==> config.mk <==
export PLATFORM = sky130hd
export DESIGN_NAME = sdmf_reduce_triple
export DESIGN_NICKNAME = d
export VERILOG_FILES = /design/src/rtl/sdmf_pkg.sv /design/src/rtl/sdmf_axis_reg.sv /design/src/rtl/sdmf_reduce_triple.sv
export SDC_FILE = /design/constraint.sdc
export NUM_CORES = 1
export LEC_CHECK = 0
export ABC_AREA = 0
export CORE_MARGIN = 2
export CORE_UTILIZATION = 39
export DETAILED_ROUTE_END_ITERATION = 10
export PLACE_DENSITY = 0.8
export SKIP_LAST_GASP = 1
export SYNTH_ARGS = -nofsm -noshare
export SYNTH_HDL_FRONTEND = slang
export SYNTH_SLANG_ARGS = --single-unit
==> constraint.sdc <==
create_clock -name clk -period 4.8 [get_ports clk]
set_input_delay 1.2 -clock clk [delete_from_list [all_inputs] [get_ports clk]]
set_output_delay 1.2 -clock clk [all_outputs]
set_load 0.01 [all_outputs]
==> src/rtl/sdmf_pkg.sv <==
// sdmf_pkg: shared frame-state encoding and header-register layout for the SDMF reducer
package sdmf_pkg;
  typedef enum logic [2:0] {IDLE, PASS, DROP, DRAIN, WAIT} state_t;
  typedef struct packed {
    logic [7:0] til;
    logic [7:0] sil;
  } hdr_t;
endpackage

==> src/rtl/sdmf_axis_reg.sv <==
// sdmf_axis_reg: one-deep AXI-stream register slice for tdata/tlast
module sdmf_axis_reg #(
  parameter int W = 24
) (
  input  logic         clk,
  input  logic         reset,
  input  logic         in_valid,
  output logic         in_ready,
  input  logic         in_last,
  input  logic [W-1:0] in_data,
  output logic         out_valid,
  input  logic         out_ready,
  output logic         out_last,
  output logic [W-1:0] out_data
);
  assign in_ready = !out_valid || out_ready;
  always_ff @(posedge clk or posedge reset)
    if (reset) begin
      out_valid <= 1'b0;
      out_last  <= 1'b0;
      out_data  <= '0;
    end else if (in_valid && in_ready) begin
      out_valid <= 1'b1;
      out_last  <= in_last;
      out_data  <= in_data;
    end else if (out_ready) begin
      out_valid <= 1'b0;
      out_last  <= 1'b0;
    end
endmodule

==> src/rtl/sdmf_reduce_triple.sv <==
// sdmf_reduce_triple: forwards SDMF frames whose FDSSI lies in [FDSSI_L, FDSSI_H] with folded time/space headers, drops the rest; SDMF_REDUCE_TAG_EN stamps the window-relative FDSSI into output tdata
module sdmf_reduce_triple
  import sdmf_pkg::*;
#(
  parameter int                       I_FDSSI_WIDTH = 2,
  parameter logic [I_FDSSI_WIDTH-1:0] I_MAX_FDSSI   = 2'b11,
  parameter int                       I_FDSTI_WIDTH = 32,
  parameter int                       I_TOM_WIDTH   = 0,
  parameter int                       I_TOM_OFFSET  = 2,
  parameter int                       I_SOM_OFFSET  = 2,
  parameter int                       I_DATA_WIDTH  = 24,
  parameter int                       O_DATA_WIDTH  = 24,
  parameter int                       O_TAM_WIDTH   = 2,
  parameter int                       O_TAM_OFFSET  = 2,
  parameter int                       I_SMASK_WIDTH = 4,
  parameter int                       AXI_BUS_WIDTH = 32,
  parameter int                       AXI_ADDR_LEN  = 11
) (
  input  logic                                  clk,
  input  logic                                  reset,
  input  logic [AXI_ADDR_LEN-1:0]               PN_addr,
  input  logic [I_FDSSI_WIDTH-1:0]              FDSSI_L,
  input  logic [I_FDSSI_WIDTH-1:0]              FDSSI_H,
  input  logic                                  SDMFi_d_EFF,
  input  logic [AXI_ADDR_LEN-1:0]               SDMFi_d_PCF,
  input  logic [I_FDSTI_WIDTH-1:0]              SDMFi_d_FDSTI,
  input  logic [I_FDSSI_WIDTH-1:0]              SDMFi_d_FDSSI,
  input  logic [1:0]                            SDMFi_d_FI_valid,
  input  logic [I_TOM_OFFSET-1:0]               SDMFi_d_STI,
  input  logic [7:0]                            SDMFi_d_TIL,
  input  logic [I_SOM_OFFSET-1:0]               SDMFi_d_SSI,
  input  logic [7:0]                            SDMFi_d_SIL,
  input  logic [1:0]                            SDMFi_d_BI_valid,
  input  logic                                  SDMFi_d_tvalid,
  output logic                                  SDMFi_d_tready,
  input  logic                                  SDMFi_d_tlast,
  input  logic [I_DATA_WIDTH-1:0]               SDMFi_d_tdata,
  input  logic                                  SDMFi_d_frame_valid,
  output logic                                  SDMFi_d_EF_ack,
  output logic [AXI_ADDR_LEN-1:0]               SDMFo_d_PCF,
  output logic [I_FDSTI_WIDTH-I_TOM_WIDTH-1:0]  SDMFo_d_FDSTI,
  output logic                                  SDMFo_d_FI_valid,
  output logic [I_TOM_WIDTH+I_TOM_OFFSET-1:0]   SDMFo_d_STI,
  output logic [7:0]                            SDMFo_d_TIL,
  output logic [I_FDSSI_WIDTH+I_SOM_OFFSET-1:0] SDMFo_d_SSI,
  output logic [7:0]                            SDMFo_d_SIL,
  output logic                                  SDMFo_d_BI_valid,
  output logic                                  SDMFo_d_tvalid,
  input  logic                                  SDMFo_d_tready,
  output logic                                  SDMFo_d_tlast,
  output logic [O_DATA_WIDTH-1:0]               SDMFo_d_tdata,
  output logic                                  SDMFo_d_frame_valid
);
  localparam int STI_W   = I_TOM_WIDTH + I_TOM_OFFSET;
  localparam int FDSTI_W = I_FDSTI_WIDTH - I_TOM_WIDTH;
  state_t state, state_nx;
  hdr_t hdr;
  logic first, start, sel, enter, pass_rdy, slice_ready, in_acc_last, out_acc_last, unused;
  logic [I_FDSSI_WIDTH-1:0] rel;
  logic [O_DATA_WIDTH-1:0] din;
  assign unused = ^{SDMFi_d_FI_valid[1], SDMFi_d_BI_valid[1], SDMFi_d_PCF,
                    32'(AXI_BUS_WIDTH + O_TAM_WIDTH + O_TAM_OFFSET)};
  assign rel   = SDMFi_d_FDSSI - FDSSI_L;
  assign start = SDMFi_d_frame_valid && SDMFi_d_FI_valid[0];
  assign sel   = !SDMFi_d_EFF && SDMFi_d_FDSSI >= FDSSI_L && SDMFi_d_FDSSI <= FDSSI_H &&
                 SDMFi_d_FDSSI <= I_MAX_FDSSI && int'(SDMFi_d_FDSSI) < I_SMASK_WIDTH;
  assign enter = state == IDLE && start && sel;
  // first PASS cycle is the header cycle, so input is held off for it
  assign pass_rdy       = state == PASS && !first;
  assign SDMFi_d_tready = pass_rdy ? slice_ready : state == DROP;
  assign in_acc_last    = SDMFi_d_tvalid && SDMFi_d_tready && SDMFi_d_tlast;
  assign out_acc_last   = SDMFo_d_tvalid && SDMFo_d_tready && SDMFo_d_tlast;
  assign SDMFo_d_TIL    = hdr.til;
  assign SDMFo_d_SIL    = hdr.sil;
  always_comb
    state_nx = state == IDLE  ? (start ? (sel ? PASS : DROP) : IDLE) :
               state == PASS  ? (in_acc_last ? DRAIN : PASS) :
               state == DROP  ? (in_acc_last ? WAIT : DROP) :
               state == DRAIN ? (out_acc_last ? WAIT : DRAIN) :
               (SDMFi_d_frame_valid ? WAIT : IDLE);
  always_ff @(posedge clk or posedge reset)
    if (reset) begin
      state               <= IDLE;
      first               <= 1'b0;
      SDMFi_d_EF_ack      <= 1'b0;
      SDMFo_d_FI_valid    <= 1'b0;
      SDMFo_d_BI_valid    <= 1'b0;
      SDMFo_d_frame_valid <= 1'b0;
      SDMFo_d_PCF         <= '0;
      SDMFo_d_FDSTI       <= '0;
      SDMFo_d_STI         <= '0;
      SDMFo_d_SSI         <= '0;
      hdr                 <= '0;
    end else begin
      state               <= state_nx;
      first               <= enter;
      SDMFi_d_EF_ack      <= in_acc_last;
      SDMFo_d_FI_valid    <= enter;
      SDMFo_d_BI_valid    <= enter && SDMFi_d_BI_valid[0];
      SDMFo_d_frame_valid <= enter || (SDMFo_d_frame_valid && !out_acc_last);
      if (enter) begin
        SDMFo_d_PCF   <= PN_addr;
        SDMFo_d_FDSTI <= FDSTI_W'(SDMFi_d_FDSTI >> I_TOM_WIDTH);
        // low FDSTI bits land above STI_in; with no moved bits this is STI_in alone
        SDMFo_d_STI   <= STI_W'({SDMFi_d_FDSTI, SDMFi_d_STI});
        SDMFo_d_SSI   <= {rel, SDMFi_d_SSI};
        hdr           <= '{til: SDMFi_d_TIL + 8'(I_TOM_WIDTH), sil: SDMFi_d_SIL + 8'(I_FDSSI_WIDTH)};
      end
    end
`ifdef SDMF_REDUCE_TAG_EN
  logic [I_FDSSI_WIDTH-1:0] tag;
  always_ff @(posedge clk or posedge reset)
    if (reset) tag <= '0;
    else if (enter) tag <= rel;
  always_comb begin
    din = O_DATA_WIDTH'(SDMFi_d_tdata);
    din[O_TAM_OFFSET +: O_TAM_WIDTH] = O_TAM_WIDTH'(tag);
  end
`else
  always_comb din = O_DATA_WIDTH'(SDMFi_d_tdata);
`endif
  sdmf_axis_reg #(.W(O_DATA_WIDTH)) u_slice (
    .clk      (clk),
    .reset    (reset),
    .in_valid (SDMFi_d_tvalid && pass_rdy),
    .in_ready (slice_ready),
    .in_last  (SDMFi_d_tlast),
    .in_data  (din),
    .out_valid(SDMFo_d_tvalid),
    .out_ready(SDMFo_d_tready),
    .out_last (SDMFo_d_tlast),
    .out_data (SDMFo_d_tdata)
  );
endmodule

==> results of run 1 <==
==> cell usage in the layout (no fill, tap or decap), types with 2 or more instances in the layout <==
master / Yosys / routed
a21oi_1: 2 / 2
and3_1: 2 / 2
clkbuf_8: 0 / 11
clkdlybuf4s50_1: 0 / 197
dfrtp_1: 98 / 98
ha_1: 5 / 5
inv_1: 13 / 12
mux2_2: 83 / 83
mux2_4: 2 / 2
mux2i_1: 5 / 5
nand2_1: 11 / 11
nand2b_1: 2 / 2
nand3_1: 5 / 5
nor2_1: 4 / 4
nor3_1: 2 / 2
o21ai_0: 2 / 2
xnor2_1: 4 / 4
==> worst register-to-register path, stage by stage (launching register included) <==
cell and delay, ns:
dfrtp_1 0.44, nor4_2 0.45, nand3_4 0.76, mux2_2 0.62
==> metal layers <==
metal | global-route usage, % | up-vias | part of all wire, %
met2 | 29.0 | 120 | 50
met1 | 19.1 | 1352 | 40
met4 | 6.18 | 0 | 1.8
met3 | 5.45 | 12 | 7.9
met5 | 0 | - | 0
li1 | - | 1286 | -
==> cell type report <==
class / instances / area, um2
multi-input combinational: 139 / 1360
clock buffer: 11 / 151
sequential: 98 / 2450
fill: 792 / 3520
tap: 133 / 166
inverter: 13 / 51.3
clock inverter: 4 / 51.3
timing repair buffer: 198 / 1980
==> where the power goes <==
part	switching, W	internal [W]
clock	0.000275	0.000267
combinational	0.000550	0.00102
sequential	0.000195	0.00121
==> sequential cells by signal, summed over array words and instances, names as in the netlist <==
register,cells
SDMFo_d_PCF,11
SDMFo_d_STI,2
u_slice.out_data,24
SDMFo_d_FDSTI,32
SDMFo_d_frame_valid,1
SDMFi_d_EF_ack,1
u_slice.out_last,1
state,3
SDMFo_d_BI_valid,1
first,1
SDMFo_d_TIL,8
u_slice.out_valid,1
SDMFo_d_SSI,4
SDMFo_d_SIL,8
==> worst max path at each step <==
stage / slack, ns / end / startpoint / cells after the start
2_1_floorplan: 1.04 / SDMFi_d_EF_ack$_DFF_PP0_ / reset / 1
3_3_place_gp: 0.89 / SDMFi_d_tready / SDMFo_d_tready / 5
3_5_place_dp: 0.85 / SDMFo_d_FDSTI[25]$_DFFE_PP0P_ / SDMFi_d_FDSSI[1] / 6
4_1_cts: 0.86 / SDMFi_d_tready / SDMFo_d_tready / 5
5_1_grt: 0.72 / SDMFi_d_tready / SDMFo_d_tready / 5
6_report: 0.84 / SDMFi_d_tready / SDMFo_d_tready / 5
==> logic make-up after synthesis <==
family | after synthesis
DFF | 98
and+or+nand+nor | 31
xor gates and xnor gates | 5
AOI/OAI and AO/OA | 7
buffers and inverters | 22
muxes | 90
adders and majority gates | 6
==> per-stage QoR <==
stage | hold slack [ns] | instances | utilization, % | worst slack (ns)
floorplan | 0.509 | 259 | - | 1.04
global placement | 0.467 | 581 | 61.7 | 0.887
detailed placement | 0.477 | 581 | 61.7 | 0.853
CTS | 0.505 | 596 | 63.8 | 0.860
global route | 0.521 | 596 | 63.8 | 0.723
finish | 0.496 | 596 | 63.8 | 0.842
==> results.txt, run 1 <==
Row count = 36
Max-cap viol count = 0
Die ar. = 10,800 um2
DRC = 0
Status = finished, final reports clean
Mapped Cells = 259
Antenna diodes = 0
Hold buffers post-CTS = 0
Dominant cell by count in the synthesized netlist = dfrtp_1
Seq/Total Area, Yosys = 62.8%
Slowest stage delay, CP = 0.58 ns
Final HPWL from detailed placement = 6.59 mm
Crit path DAT = 2.76 ns
RSZ-0062 raised after global routing = no
Leak Pwr = 2.74 nW
Final slew viol count = 0
Via density = 4.65
Synth top cells by count = 98 x dfrtp_1, 83 x mux2_2, 13 x inv_1, 11 x nand2_1, 7 x buf_2
Largest family of logic cells by synthesized area = multiplexers
Global placer's final weighted congestion = 0.703
Io pins = 211
Post-synthesis simple-gate area fraction = 4.23%
Tcrit/Tclk final = 82.4%
Die Width = 104 um
Compound-cell area share of the yosys netlist = 1.09%
R2R Path Start = state[0]$_DFF_PP0_
Most common cell on crit path = clkdlybuf4s50_1
Detailed Route WL = 8.78 mm
Peak Freq = 253 MHz
Post-Synth Adder-Cell Area = 2.11%
Num CTS Buffers = 9
Clk slew on worst S/H paths = 0.08 ns
Initial antenna violation count = 0
Initial DRT Pass Iterations = 4
Die Span Y = 104 um
Syn Std Cell Area = 3910 um2
Drt initial violations = 70
Cell area after layout = 6210 um2
CP max FO = 3
CP Cell Sequence = clkdlybuf4s50_1 > nand2b_1 > nand3_1 > a21oi_1 > clkdlybuf4s50_1
Port buffer count = 197
Mapped Nets = 380
Final setup fails = 0
Synth Area per Inst = 15.1 um2
Top cells by area, synth = dfrtp_1 63%, mux2_2 24%, ha_1 1.6%, mux2i_1 1.3%, inv_1 1.2%
Vias = 2,770
Power per Cell Area = 567 nW/um2
HP Start = SDMFo_d_frame_valid$_DFF_PP0_
GRT Total Usage = 16.7%
# Post-CTS Setup Buffers = 0
Critical-path top delay cell = clkdlybuf4s50_1
Ys Warns = 0
Top_reg_cell synth = dfrtp_1
Synth top area share = 62.8%
Actual slew at the worst max-slew pin = 0.961 ns
Worst path required time = 3.60 ns
Clk root buf = clkbuf_8
Initial Utilization = 40.2%
CP Capture Type = primary output
Cells on Worst Hold Path = 2
Nets = 580
Fraction of layout cells with a size suffix above 1 = 22.9%
Setup TNS = 0 ns
Worst skew pair latency = 0.35 ns
R2r worst-path depth = 3
GRT overflow = 0
H-tree depth = 3
Slew margin rel. = 35.9%
WL/cell = 14.7 um
Worst Path Buf+Inv = 2
Fin Clk Skew = 0.0131 ns
Post-cts resize count = 0
Num Clock Sinks = 98
Core box area = 9730 um2
First-pass GRT wire length = 14.5 mm
Yosys cell types = 27
Tmin final = 3.96 ns
Placed Area = 6010 um2
Endpoint, Worst Hold = SDMFo_d_frame_valid$_DFF_PP0_
Post-synth EDFFs = 0
Pin count of the biggest net entering global routing = 74
Number of synthesized register bits = 98
Post-synthesis xor/xnor area fraction = 1.12%
Crit-path leading delay family = buffers and inverters
Area growth from synthesis to layout = 58.9%
Max Root-Sink Buffers = 2
Synth area leader = dfrtp_1
Setup CP Type = in2out
Vias in the first global route = 2,970
Worst vdd ir = 0.303 mV
Final Hold Fails = 0
Mux contribution to synthesized area = 26.0%
Reg2Reg Setup Slack = 2.43 ns
Reg-to-reg endpoint = SDMFo_d_FDSTI[10]$_DFFE_PP0P_
Asr flop ratio synth = 100%
Routed Antenna Nets = 0
TritonCTS clock tree = yes
Worst hold-check path type = reg2reg
Startpoint types = primary input
Overall Power = 0.00352 W
No activity file was read; power rests on OpenSTA's default activity.
==> inputs of run 2 (changes only) <==
CORE_UTILIZATION = 35   (was 39)
PLACE_DENSITY = 0.76   (was 0.8)
clock period = 3.63 ns   (was 4.8 ns; I/O delays follow)
==> results.txt, run 2 (same netlist as run 1, synthesis figures left out) <==
Logic pwr share = 44.9%
Post-cts resize count = 0
Setup TNS = 0 ns
Hold WS = 0.486 ns
Final setup fails = 0
Antenna diodes = 0
Core box area = 10,900 um2
Num Clock Sinks = 98
Worst vdd ir = 0.351 mV
Initial Utilization = 35.9%
Commonest non-fill, non-tap cell in the layout = clkdlybuf4s50_1
Global placer's final weighted congestion = 0.773
Vias in the first global route = 2,943
Tcrit/Tclk final = 92.6%
Io pins = 211
Routed Antenna Nets = 0
TritonCTS clock tree = yes
Sequential cell area = 2450 um2
Post-Place Setup Slack = 0.262 ns
CP Cell Sequence = clkdlybuf4s50_1 > nand2b_1 > nand3_1 > a21oi_1 > clkdlybuf4s50_1
Die ar. = 12,000 um2
GRT overflow = 0
Num CTS Buffers = 9
Clock Power Share = 15.5%
Net switching power = 0.00137 W
Worst hold-check path type = reg2reg
Crit-path leading delay family = buffers and inverters
Initial antenna violation count = 0
Die Span Y = 110 um
Top reg by flops = SDMFo_d_FDSTI
Setup ws final = 0.268 ns
Most common cell on crit path = clkdlybuf4s50_1
RSZ-0062 raised after global routing = no
Clk slew on worst S/H paths = 0.09 ns
Top flop regs = SDMFo_d_FDSTI: 32 flops, u_slice.out_data: 24 flops, SDMFo_d_PCF: 11 flops
Peak Freq = 297 MHz
Sw frac = 29.2%
Startpoint types = primary input
Crit path DAT = 2.45 ns
Nets = 584
Power per Cell Area = 746 nW/um2
Final HPWL from detailed placement = 7.21 mm
Final slew viol count = 0
Worst path required time = 2.72 ns
Most frequent cells in the layout = 197 x clkdlybuf4s50_1, 98 x dfrtp_1, 83 x mux2_2
Detailed Route WL = 9.36 mm
Via density = 4.59
WL/cell = 15.4 um
Clk root buf = clkbuf_8
Max-cap viol count = 0
Pin count of the biggest net entering global routing = 57
Fin Clk Skew = 0.00769 ns
Status = finished, final reports clean
Area growth from synthesis to layout = 60.9%
Leak Pwr = 2.77 nW
Die Width = 110 um
CP max FO = 3
First-pass GRT wire length = 14.3 mm
Hold buffers post-CTS = 0
Max Root-Sink Buffers = 2
Fillers = 933
Tmin final = 3.36 ns
CP Capture Type = primary output
Pint = 0.00332 W
Final Hold Fails = 0
Slew margin rel. = 53.4%
DRC = 0
GRT Total Usage = 15.8%
Max reg flops = 32
Row count = 38
Sequential Power Share = 39.7%
Critical-path top delay cell = clkdlybuf4s50_1
Worst Path Buf+Inv = 2
H-tree depth = 3
Fraction of layout cells with a size suffix above 1 = 23.5%
Drt initial violations = 51
Actual slew at the worst max-slew pin = 0.698 ns
Vias = 2,788
Setup CP Type = in2out
Cells after DPL = 592
Port buffer count = 197
# Post-CTS Setup Buffers = 0
Post-Layout Cell Count = 608
Multi-input gate area = 1360 um2
Slowest stage delay, CP = 0.57 ns
Initial DRT Pass Iterations = 3
Worst skew pair latency = 0.36 ns
## run 2: path summary, 6_finish.rpt
| kind | end | startpoint | cells past startpoint | slack, ns |
|---|---|---|---|---|
| worst max-delay path | SDMFi_d_tready | SDMFo_d_tready | 5 | 0.27 |
| worst min-delay path | SDMFo_d_frame_valid$_DFF_PP0_ | SDMFo_d_frame_valid$_DFF_PP0_ | 2 | 0.49 |
| worst max register to register | SDMFo_d_FDSTI[28]$_DFFE_PP0P_ | state[0]$_DFF_PP0_ | 4 | 1.77 |
| worst min register to register | SDMFo_d_frame_valid$_DFF_PP0_ | SDMFo_d_frame_valid$_DFF_PP0_ | 2 | 0.49 |
| max in group asynchronous | u_slice.out_data[16]$_DFFE_PP0P_ | reset | 3 | 1.93 |
| min in group asynchronous | SDMFo_d_PCF[4]$_DFFE_PP0P_ | reset | 2 | 1.00 |
## run 2: worst reg2reg max path: stages, from the launching register on
cell and delay [ns]:
dfrtp_1 0.44, nor4_2 0.44, nand3_4 0.28, buf_12 0.27, mux2_2 0.31
## run 2: per-stage QoR
step                      cell area [um2]  util, %  total power [W]
final                                6290     57.7          0.00469
after floorplan                      3910        -          0.00270
after CTS                            6290     57.7          0.00476
after detailed placement             6080     55.9          0.00402
after global routing                 6290     57.7          0.00498
after global placement               6080     55.9          0.00394
## run 2: layer usage
layer	vias to the layer above	track usage, %	part of all wire [%]
met1	1353	17.8	38
met2	121	26.5	49
met3	15	6.11	10
met5	-	0	0
li1	1299	-	-
met4	0	7.41	2.1
## run 2: layout make-up
class	instances	share of cell area [%]
clock buffer	12	2.47
inverter	13	0.816
clock inverter	4	0.796
timing repair buffer	202	32.6
multi-input combinational	139	21.6
tap	140	2.79
sequential	98	39.0
## run 2: power by group through the flow
stage / clock network (W) / logic, W / registers [W]
after floorplan: 0 / 0.000595 / 0.00211
final: 0.000725 / 0.00210 / 0.00186
after global routing: 0.000799 / 0.00225 / 0.00193
after global placement: 0 / 0.00209 / 0.00185
after detailed placement: 0 / 0.00213 / 0.00189
after CTS: 0.000751 / 0.00214 / 0.00187
